[config.mk]
export PLATFORM = sky130hd
export DESIGN_NAME = bit8_boot_mem
export DESIGN_NICKNAME = d
export VERILOG_FILES = /design/src/rtl/bit8_boot_mem.sv
export SDC_FILE = /design/constraint.sdc
export NUM_CORES = 2
export LEC_CHECK = 0
export ABC_AREA = 1
export CORE_MARGIN = 3
export CORE_UTILIZATION = 35
export DETAILED_ROUTE_END_ITERATION = 7
export GPL_TIMING_DRIVEN = 0
export HOLD_SLACK_MARGIN = 0.06
export REMOVE_ABC_BUFFERS = 1
export SLEW_MARGIN = 20
export SYNTH_ARGS = -nofsm -noshare
export SYNTH_HDL_FRONTEND = slang
export SYNTH_SLANG_ARGS = --single-unit
[constraint.sdc]
create_clock -name clk -period 24.1 [get_ports clk]
set_clock_uncertainty 0.1 [all_clocks]
set_input_delay 4.82 -clock clk [delete_from_list [all_inputs] [get_ports clk]]
set_output_delay 4.82 -clock clk [all_outputs]
set_load 0.02 [all_outputs]
[src/rtl/bit8_boot_mem.sv]
// ---------------------------------------------------------------------------
// bit8_boot_mem
//
// Program/data memory that sits in front of the 8-bit state-machine core.
// After reset it keeps the core in reset and loads a program image from a
// valid/ready byte stream. The image is a length byte, then the payload
// bytes, then an 8-bit additive checksum of the payload. If the checksum
// matches, the block releases the core and serves its reads and writes.
// If it does not match, the core stays in reset and load_err is raised.
//
// Ports
//   clk         system clock; all state changes on the rising edge
//   rst         asynchronous active-high reset
//   ld_valid    loader byte valid
//   ld_data     loader byte
//   ld_ready    block accepts ld_data this cycle (registered)
//   core_addr   core address bus
//   core_rw     1 = core write, 0 = core read
//   core_wdata  core write data
//   core_rdata  combinational read data (8'h00 unless the core is running)
//   core_rst_n  active-low reset to the core, driven from a flop
//   load_done   image loaded and core running
//   load_err    checksum mismatch; stays set until rst
// ---------------------------------------------------------------------------
module bit8_boot_mem #(
    parameter int ADDR_W  = 8,
    parameter int DATA_W  = 8,
    parameter int REL_CYC = 2
) (
    input  logic              clk,
    input  logic              rst,
    input  logic              ld_valid,
    input  logic [DATA_W-1:0] ld_data,
    output logic              ld_ready,
    input  logic [ADDR_W-1:0] core_addr,
    input  logic              core_rw,
    input  logic [DATA_W-1:0] core_wdata,
    output logic [DATA_W-1:0] core_rdata,
    output logic              core_rst_n,
    output logic              load_done,
    output logic              load_err
);

    localparam int DEPTH = 1 << ADDR_W;
    // One extra bit so a header of 0 can encode a full 2**ADDR_W byte image.
    localparam int LEN_W = ADDR_W + 1;
    localparam int REL_W = (REL_CYC < 2) ? 1 : $clog2(REL_CYC + 1);

    typedef enum logic [2:0] {
        HDR  = 3'd0,
        LOAD = 3'd1,
        CHK  = 3'd2,
        REL  = 3'd3,
        RUN  = 3'd4,
        ERR  = 3'd5
    } state_t;

    state_t            state;
    state_t            state_nxt;

    logic [DATA_W-1:0] mem [DEPTH];

    logic [LEN_W-1:0]  len;
    logic [LEN_W-1:0]  cnt;
    logic [ADDR_W-1:0] wptr;
    logic [DATA_W-1:0] sum;
    logic [REL_W-1:0]  rel_cnt;

    logic              xfer;
    logic              last_byte;
    logic              sum_ok;
    logic              rel_end;

    // Checksum accumulation wraps modulo 2**DATA_W.
    function automatic logic [DATA_W-1:0] add_mod(input logic [DATA_W-1:0] a,
                                                  input logic [DATA_W-1:0] b);
        return a + b;
    endfunction

    // Header byte to payload length; zero stands for the whole memory.
    function automatic logic [LEN_W-1:0] hdr_len(input logic [DATA_W-1:0] d);
        if (d == '0)
            return LEN_W'(DEPTH);
        else
            return LEN_W'(d);
    endfunction

    assign xfer      = ld_valid & ld_ready;
    assign last_byte = ((cnt + LEN_W'(1)) == len);
    assign sum_ok    = (ld_data == sum);
    assign rel_end   = (rel_cnt == REL_W'(REL_CYC));

    // -----------------------------------------------------------------------
    // State register
    // -----------------------------------------------------------------------
    always_ff @(posedge clk or posedge rst) begin
        if (rst)
            state <= HDR;
        else
            state <= state_nxt;
    end

    // -----------------------------------------------------------------------
    // Next-state logic
    // -----------------------------------------------------------------------
    always_comb begin
        state_nxt = state;
        case (state)
            HDR: begin
                if (xfer)
                    state_nxt = LOAD;
            end
            LOAD: begin
                if (xfer && last_byte)
                    state_nxt = CHK;
            end
            CHK: begin
                if (xfer)
                    state_nxt = sum_ok ? REL : ERR;
            end
            REL: begin
                if (rel_end)
                    state_nxt = RUN;
            end
            RUN:     state_nxt = RUN;
            ERR:     state_nxt = ERR;
            default: state_nxt = HDR;
        endcase
    end

    // -----------------------------------------------------------------------
    // Loader datapath and registered control outputs
    // -----------------------------------------------------------------------
    always_ff @(posedge clk or posedge rst) begin
        if (rst) begin
            len        <= '0;
            cnt        <= '0;
            wptr       <= '0;
            sum        <= '0;
            rel_cnt    <= '0;
            ld_ready   <= 1'b0;
            core_rst_n <= 1'b0;
            load_done  <= 1'b0;
            load_err   <= 1'b0;
        end else begin
            // ld_ready is a flop, so it follows the state being entered; this
            // also keeps it low for the first cycle after rst falls.
            ld_ready <= (state_nxt == HDR) || (state_nxt == LOAD) ||
                        (state_nxt == CHK);
            case (state)
                HDR: begin
                    if (xfer) begin
                        len  <= hdr_len(ld_data);
                        cnt  <= '0;
                        wptr <= '0;
                        sum  <= '0;
                    end
                end
                LOAD: begin
                    if (xfer) begin
                        sum  <= add_mod(sum, ld_data);
                        // Wraps to zero only after a full-depth image; by
                        // then the FSM has left LOAD so no write follows.
                        wptr <= wptr + ADDR_W'(1);
                        cnt  <= cnt + LEN_W'(1);
                    end
                end
                CHK: begin
                    if (xfer) begin
                        rel_cnt <= '0;
                        if (!sum_ok)
                            load_err <= 1'b1;
                    end
                end
                REL: begin
                    // Core reset is held for REL_CYC+1 edges after the
                    // checksum byte, then released on the same edge that
                    // enters RUN.
                    rel_cnt <= rel_cnt + REL_W'(1);
                    if (rel_end) begin
                        core_rst_n <= 1'b1;
                        load_done  <= 1'b1;
                    end
                end
                default: begin
                end
            endcase
        end
    end

    // -----------------------------------------------------------------------
    // Memory array (not reset, contents survive rst)
    // -----------------------------------------------------------------------
    always_ff @(posedge clk) begin
        if (state == LOAD && xfer)
            mem[wptr] <= ld_data;
        else if (state == RUN && core_rw)
            mem[core_addr] <= core_wdata;
    end

    // Zero-latency read; a same-cycle write is only visible after the edge,
    // so a read of the address being written returns the old byte.
    assign core_rdata = (state == RUN) ? mem[core_addr] : '0;

endmodule
==> Word level (Yosys, flattened, before mapping) <==
Memory sizes are Yosys's and may differ from the RTL's.
Index checks and enable logic that the tools add are counted.
Widths: inputs -> output; s select.
{ "op_classes": {"add_sub_neg": 4, "eq_ne": 13, "mux": 26, "n_bitwise": 2, "n_reduce_logical": 16} }
{ "op_table": {"columns": ["op", "n"], "rows": [
  ["$mux 8", 6],
  ["$pmux 8 s2", 2],
  ["$mux 9", 3],
  ["$pmux 3 s6", 1],
  ["$pmux 9 s2", 1],
  ["$mux 3", 5],
  ["$add 9x1->9 const B", 1],
  ["$eq 3x2->1 const B", 3],
  ["$eq 9x9->1", 1],
  ["$add 8x1->8 const B", 1],
  ["$add 8x8->8", 1],
  ["$eq 8x8->1", 1],
  ["$logic_not 8->1", 1],
  ["$reduce_or 8->1", 1],
  ["$eq 3x1->1 const B", 2],
  ["$eq 3x3->1 const B", 2],
  ["$logic_not 3->1", 2],
  ["$mux 1", 6],
  ["$ne 2x2->1 const B", 3],
  ["$reduce_and 2->1", 3],
  ["$reduce_and 3->1", 2],
  ["$pmux 2 s2", 1],
  ["$reduce_bool 2->1", 2],
  ["$logic_and 1x1->1", 3],
  ["6 further kinds", 7]
]} }
{ "totals": {"regBits": 42, "ram_bits": 2048, "inputBits": 28, "out_inout_bits": 12, "wordCells": 71, "n_memories": 1} }
{ "memory_table": {"columns": ["name", "depth", "width", "read_ports", "rd_clocked_by_memory_dff", "wr", "line_no", "source"], "rows": [
  ["mem", 256, 8, 1, 0, 1, "61", "logic [DATA_W-1:0] mem [DEPTH];"]
]} }

==> Longest topological paths before layout <==
{ "depth": {"depth_word": 8, "depth_mapped": 15, "ltp_nobuf": 14} }

==> Worst setup path after synthesis <==
Ideal clock, no wire load.
{ "synth_timing": {"path_type": "input-to-reg", "startpoint": "input core_rw", "endpoint": "memory mem[0][4], data pin", "setup_ns": 1.579, "arrival_time_ns": 12.285, "required_time_ns": 22.421, "setup_slack_ns": 10.135, "cell_stages": 5, "path_buffers": 2, "path_cell_list": "nand2_4 > buf_2 > buf_1 > nor2_1 > a21oi_1"} }
{ "synth_between": {"elab_chain_len": 6} }
{ "synth_rtl": {"columns": ["item", "line_no", "source"], "rows": [
  ["start, declared", "36", "input logic core_rw,"],
  ["$logic_and 1x1->1", "197", "else if (state == RUN && core_rw)"],
  ["$mux 1", "197", null],
  ["$mux 1", "195", "if (state == LOAD && xfer)"],
  ["$mux 1 (implied by the code)", "198", "mem[core_addr] <= core_wdata;"],
  ["$reduce_or 8->1 (no line)", null, null],
  ["$mux 8 (no line)", null, null],
  ["end, declared", "61", null]
]} }
Every way passes these cells.

==> Worst setup path in the final report <==
{ "layout_timing": {"startpoint": "input core_addr[0]", "endpoint": "output core_rdata[1]"} }
{ "layout_between": {"elab_chain_len": 2} }
{ "layout_rtl": {"columns": ["item", "line_no", "source"], "rows": [
  ["start, declared", "35", "input logic [ADDR_W-1:0] core_addr,"],
  ["$mem_v2 256x8", null, null],
  ["$mux 8", "203", "assign core_rdata = (state == RUN) ? mem[core_addr] : '0;"],
  ["end, declared", "38", "output logic [DATA_W-1:0] core_rdata,"]
]} }
Every way passes these cells.

==> key figures <==
Status
  – Status: completed

Logic synthesis
  – Synth area leaders: edfxtp_1 (72%), nand3_1 (11%), nand2_1 (9.4%), nor2_1 (1.4%), dfrtp_1 (1.2%)
  – Post-Syn Instances: 7305
  – Average size of a mapped cell: 11.7 um^2
  – Ys async rst share: 0.0201
  – Netlist cell types: 37
  – Cell with the most instances after synthesis: nand2_1
  – Synth cell count leaders: nand2_1 (2139), edfxtp_1 (2048), nand3_1 (1952)
  – Post-synth EDFFs: 2048
  – Flops & latches, synth: 2090
  – Seq/Total Area, Yosys: 0.730
  – Synth Warn #: 0
  – Post-Syn Area: 0.0857 mm^2
  – Share of the synthesized area in the top cell type: 0.718
  – Cell taking the most area after synthesis: edfxtp_1
  – Post-synth top flop: edfxtp_1

GRT
  – First-pass GRT wire length: 341000 um
  – Tot GR Track Use: 0.177
  – Vias in the first global route: 52875
  – Largest net degree at the start of global routing: 181
  – Initial antenna violation count: 4
  – Global route overflow: 0

Clocking
  – Hold_buf cts: 0
  – Max clock buf depth: 3
  – CTS tree: built
  – Cts repair resizes: 0
  – Clock transition at path regs: about 0.06 ns
  – Post-CTS setup buffers: 0
  – Clock latency on the worst-skew pair: 0.81 ns
  – H-tree levels: 4
  – CTS Sinks: 2090
  – Cts bufs inserted: 211
  – Root buf cell: clkbuf_16

Floorplanning
  – Die H: between 500 and 600 um
  – Ports: 40
  – Core box area: 0.242 mm^2
  – Die Span X: about 500 um
  – Initial Util: 0.354
  – Rows: 180
  – Die area: 0.251 mm^2

Timing
  – Setup TNS: 0 ns
  – Slew @ Worst Pin: 0.997 ns
  – WHS: 0.370 ns
  – Finish-stage setup viols: 0
  – Setup ws final: approximately 9.0 ns
  – RSZ-0062 raised after global routing: false
  – Rel. slew slack: 0.333
  – Final hold violation count: 0
  – FMAX: 0.0662 GHz
  – Final Cycle Share: 0.626
  – Final min period: 15.10 ns
  – Max Slew Vio Count: 0

Setup path
  – Max incr delay on CP: 0.73 ns
  – CP Cell Sequence: buf_16 -> buf_16 -> inv_8 -> buf_16 -> buf_16 -> buf_16 -> nand2_1 -> nand3_1 -> nand3_1 -> nand3_1 -> nand3_1 -> nand3_1 -> nand3_1 -> nand3_1 -> nand2_1 -> nor2_1 -> clkdlybuf4s50_1
  – FF-to-FF Start: state[1]$_DFF_PP0_
  – Flop-to-flop setup slack: 19.60 ns
  – CP max-delay cell: clkdlybuf4s50_1
  – Max Fanout on Critical Path: ~170
  – Worst setup path start: core_addr[0]
  – Critical path capture point type: output port
  – Data arrival time of the critical path: 10.18 ns
  – Most used cell, CP: nand3_1
  – CP Buf/Inv Count: 7
  – Crit Reg-Reg Endpoint: mem[135][5]$_DFFE_PP_
  – Crit path depth: 17
  – Critical Path RT: 19.18 ns
  – FF-to-FF path depth: 9
  – Startpoint class of the critical path: input port
  – CP top delay family: buffers and inverters
  – Crit Path Category: in -> out

Detailed routing
  – Vias/cell: 5.27
  – DR vias: 55598
  – Initial DRC count: 6251
  – Post-route ant nets: 0
  – Wire per inst: 21.7 um
  – Total iterations of the first detailed-routing run: 6
  – DRC Markers: 0
  – Final wirelength: 229000 um

Placed design
  – Placement-stage cell area: 0.0915 mm^2
  – Dpl cells: 10163
  – HPWL Detailed: roughly 130000 um
  – DP Worst Slack: 8.92 ns
  – Gpl congestion: 0.815
  – Port Buf Inserts: 39

Finish
  – Fillcell total: 22414
  – Area taken by multi-input logic gates: 0.0208 mm^2
  – Area delta synth->final: 14.6%
  – Share of cells above drive strength 1: 0.0717
  – Design Area, Final: 0.0982 mm^2
  – Final nets: 7230
  – Seq. cell area: 0.0626 mm^2
  – Cell Count, Final, Fillers Out: approximately 11000
  – Post-route core utilization: 0.406

Worst hold path
  – Worst min-delay path class: reg -> reg
  – Hold EP: load_err$_DFFE_PP0P_
  – Hold_sp: load_err$_DFFE_PP0P_
  – WHS Path Cells: 2

Power and ir drop
  – Peak VDD IR: 59.3 uV
  – Leakage: 33.9 nW
  – Power Total: 7.66 mW
  – Pwr Density: 78.0 mW/mm^2

Run
  – MaxCap Viol Count: 0
## logic make-up after synthesis
kind of cell               synth area share
AOI/OAI and AO/OA                   0.00872
xor gates and xnor gates           0.000409
adders and majority gates           0.00169
buffers and inverters                0.0279
DFF                                   0.730
muxes                              0.000131
and+or+nand+nor                       0.231
## final cells by class
type | instances | share of cell area
Inverter | 63 | 0.00279
Multi-Input combinational cell | 4660 | 0.212
Antenna cell | 1 | 0.0000255
Tap cell | 3185 | 0.0406
Timing Repair Buffer | 165 | 0.0389
Sequential cell | 2090 | 0.637
Clock inverter | 124 | 0.0113
Clock buffer | 265 | 0.0571
## layer usage
layer	global-route usage	wire length, um	up-vias
met5	0	25	-
met4	0.0577	7310	4
met3	0.0339	18600	393
met2	0.277	107000	2219
met1	0.249	96100	27274
li1	-	-	25708
## worst max-delay path by stage
stage / end / slack (ns)
6_report: core_rdata[1] / 9.00
5_1_grt: core_rdata[7] / 8.68
4_1_cts: core_rdata[1] / 8.91
3_5_place_dp: core_rdata[1] / 8.92
3_3_place_gp: core_rdata[0] / -148.53
2_1_floorplan: core_rdata[3] / 4.77
## worst register-to-register path, cell delays in order, from the launching register on
cell and delay (ns):
dfrtp_1 0.42, nor2_2 0.18, nand2_2 0.10, inv_4 0.19, nand2_4 0.37, nand2_1 0.28
o21ai_2 0.11, nor2_1 0.77, nand2_1 0.70, nor2_1 0.90
## state kept, by name (all words and copies together) (netlist names)
register and flops:
cnt 9, state 3, wptr 8, load_done 1, sum 8, load_err 1, ld_ready 1, len 9
rel_cnt 2, mem 2048
## cell usage in the layout (no fill, tap or decap), types with 10 or more instances in the layout
cell type,n
clkinv_2,30
nor2_2,46
ha_1,10
clkinvlp_4,10
nand2_1,2139
buf_16,121
clkdlybuf4s50_1,33
a21oi_1,25
clkinv_1,57
dfrtp_1,42
bufinv_16,18
nand3_1,1952
nor2_1,326
o21ai_0,64
inv_1,46
nand2_4,17
o22ai_1,21
clkbuf_1,48
edfxtp_1,2048
clkbuf_16,217
## report_power, final
group          total (mW)  internal, mW  leakage [nW]  switching [mW]
Combinational       0.464         0.141          11.8           0.323
Clock                3.21          1.83          3.25            1.37
Sequential           3.99          3.99          18.9               0
Total                7.66          5.96          33.9            1.70
Power figures use the tool's default switching activity.
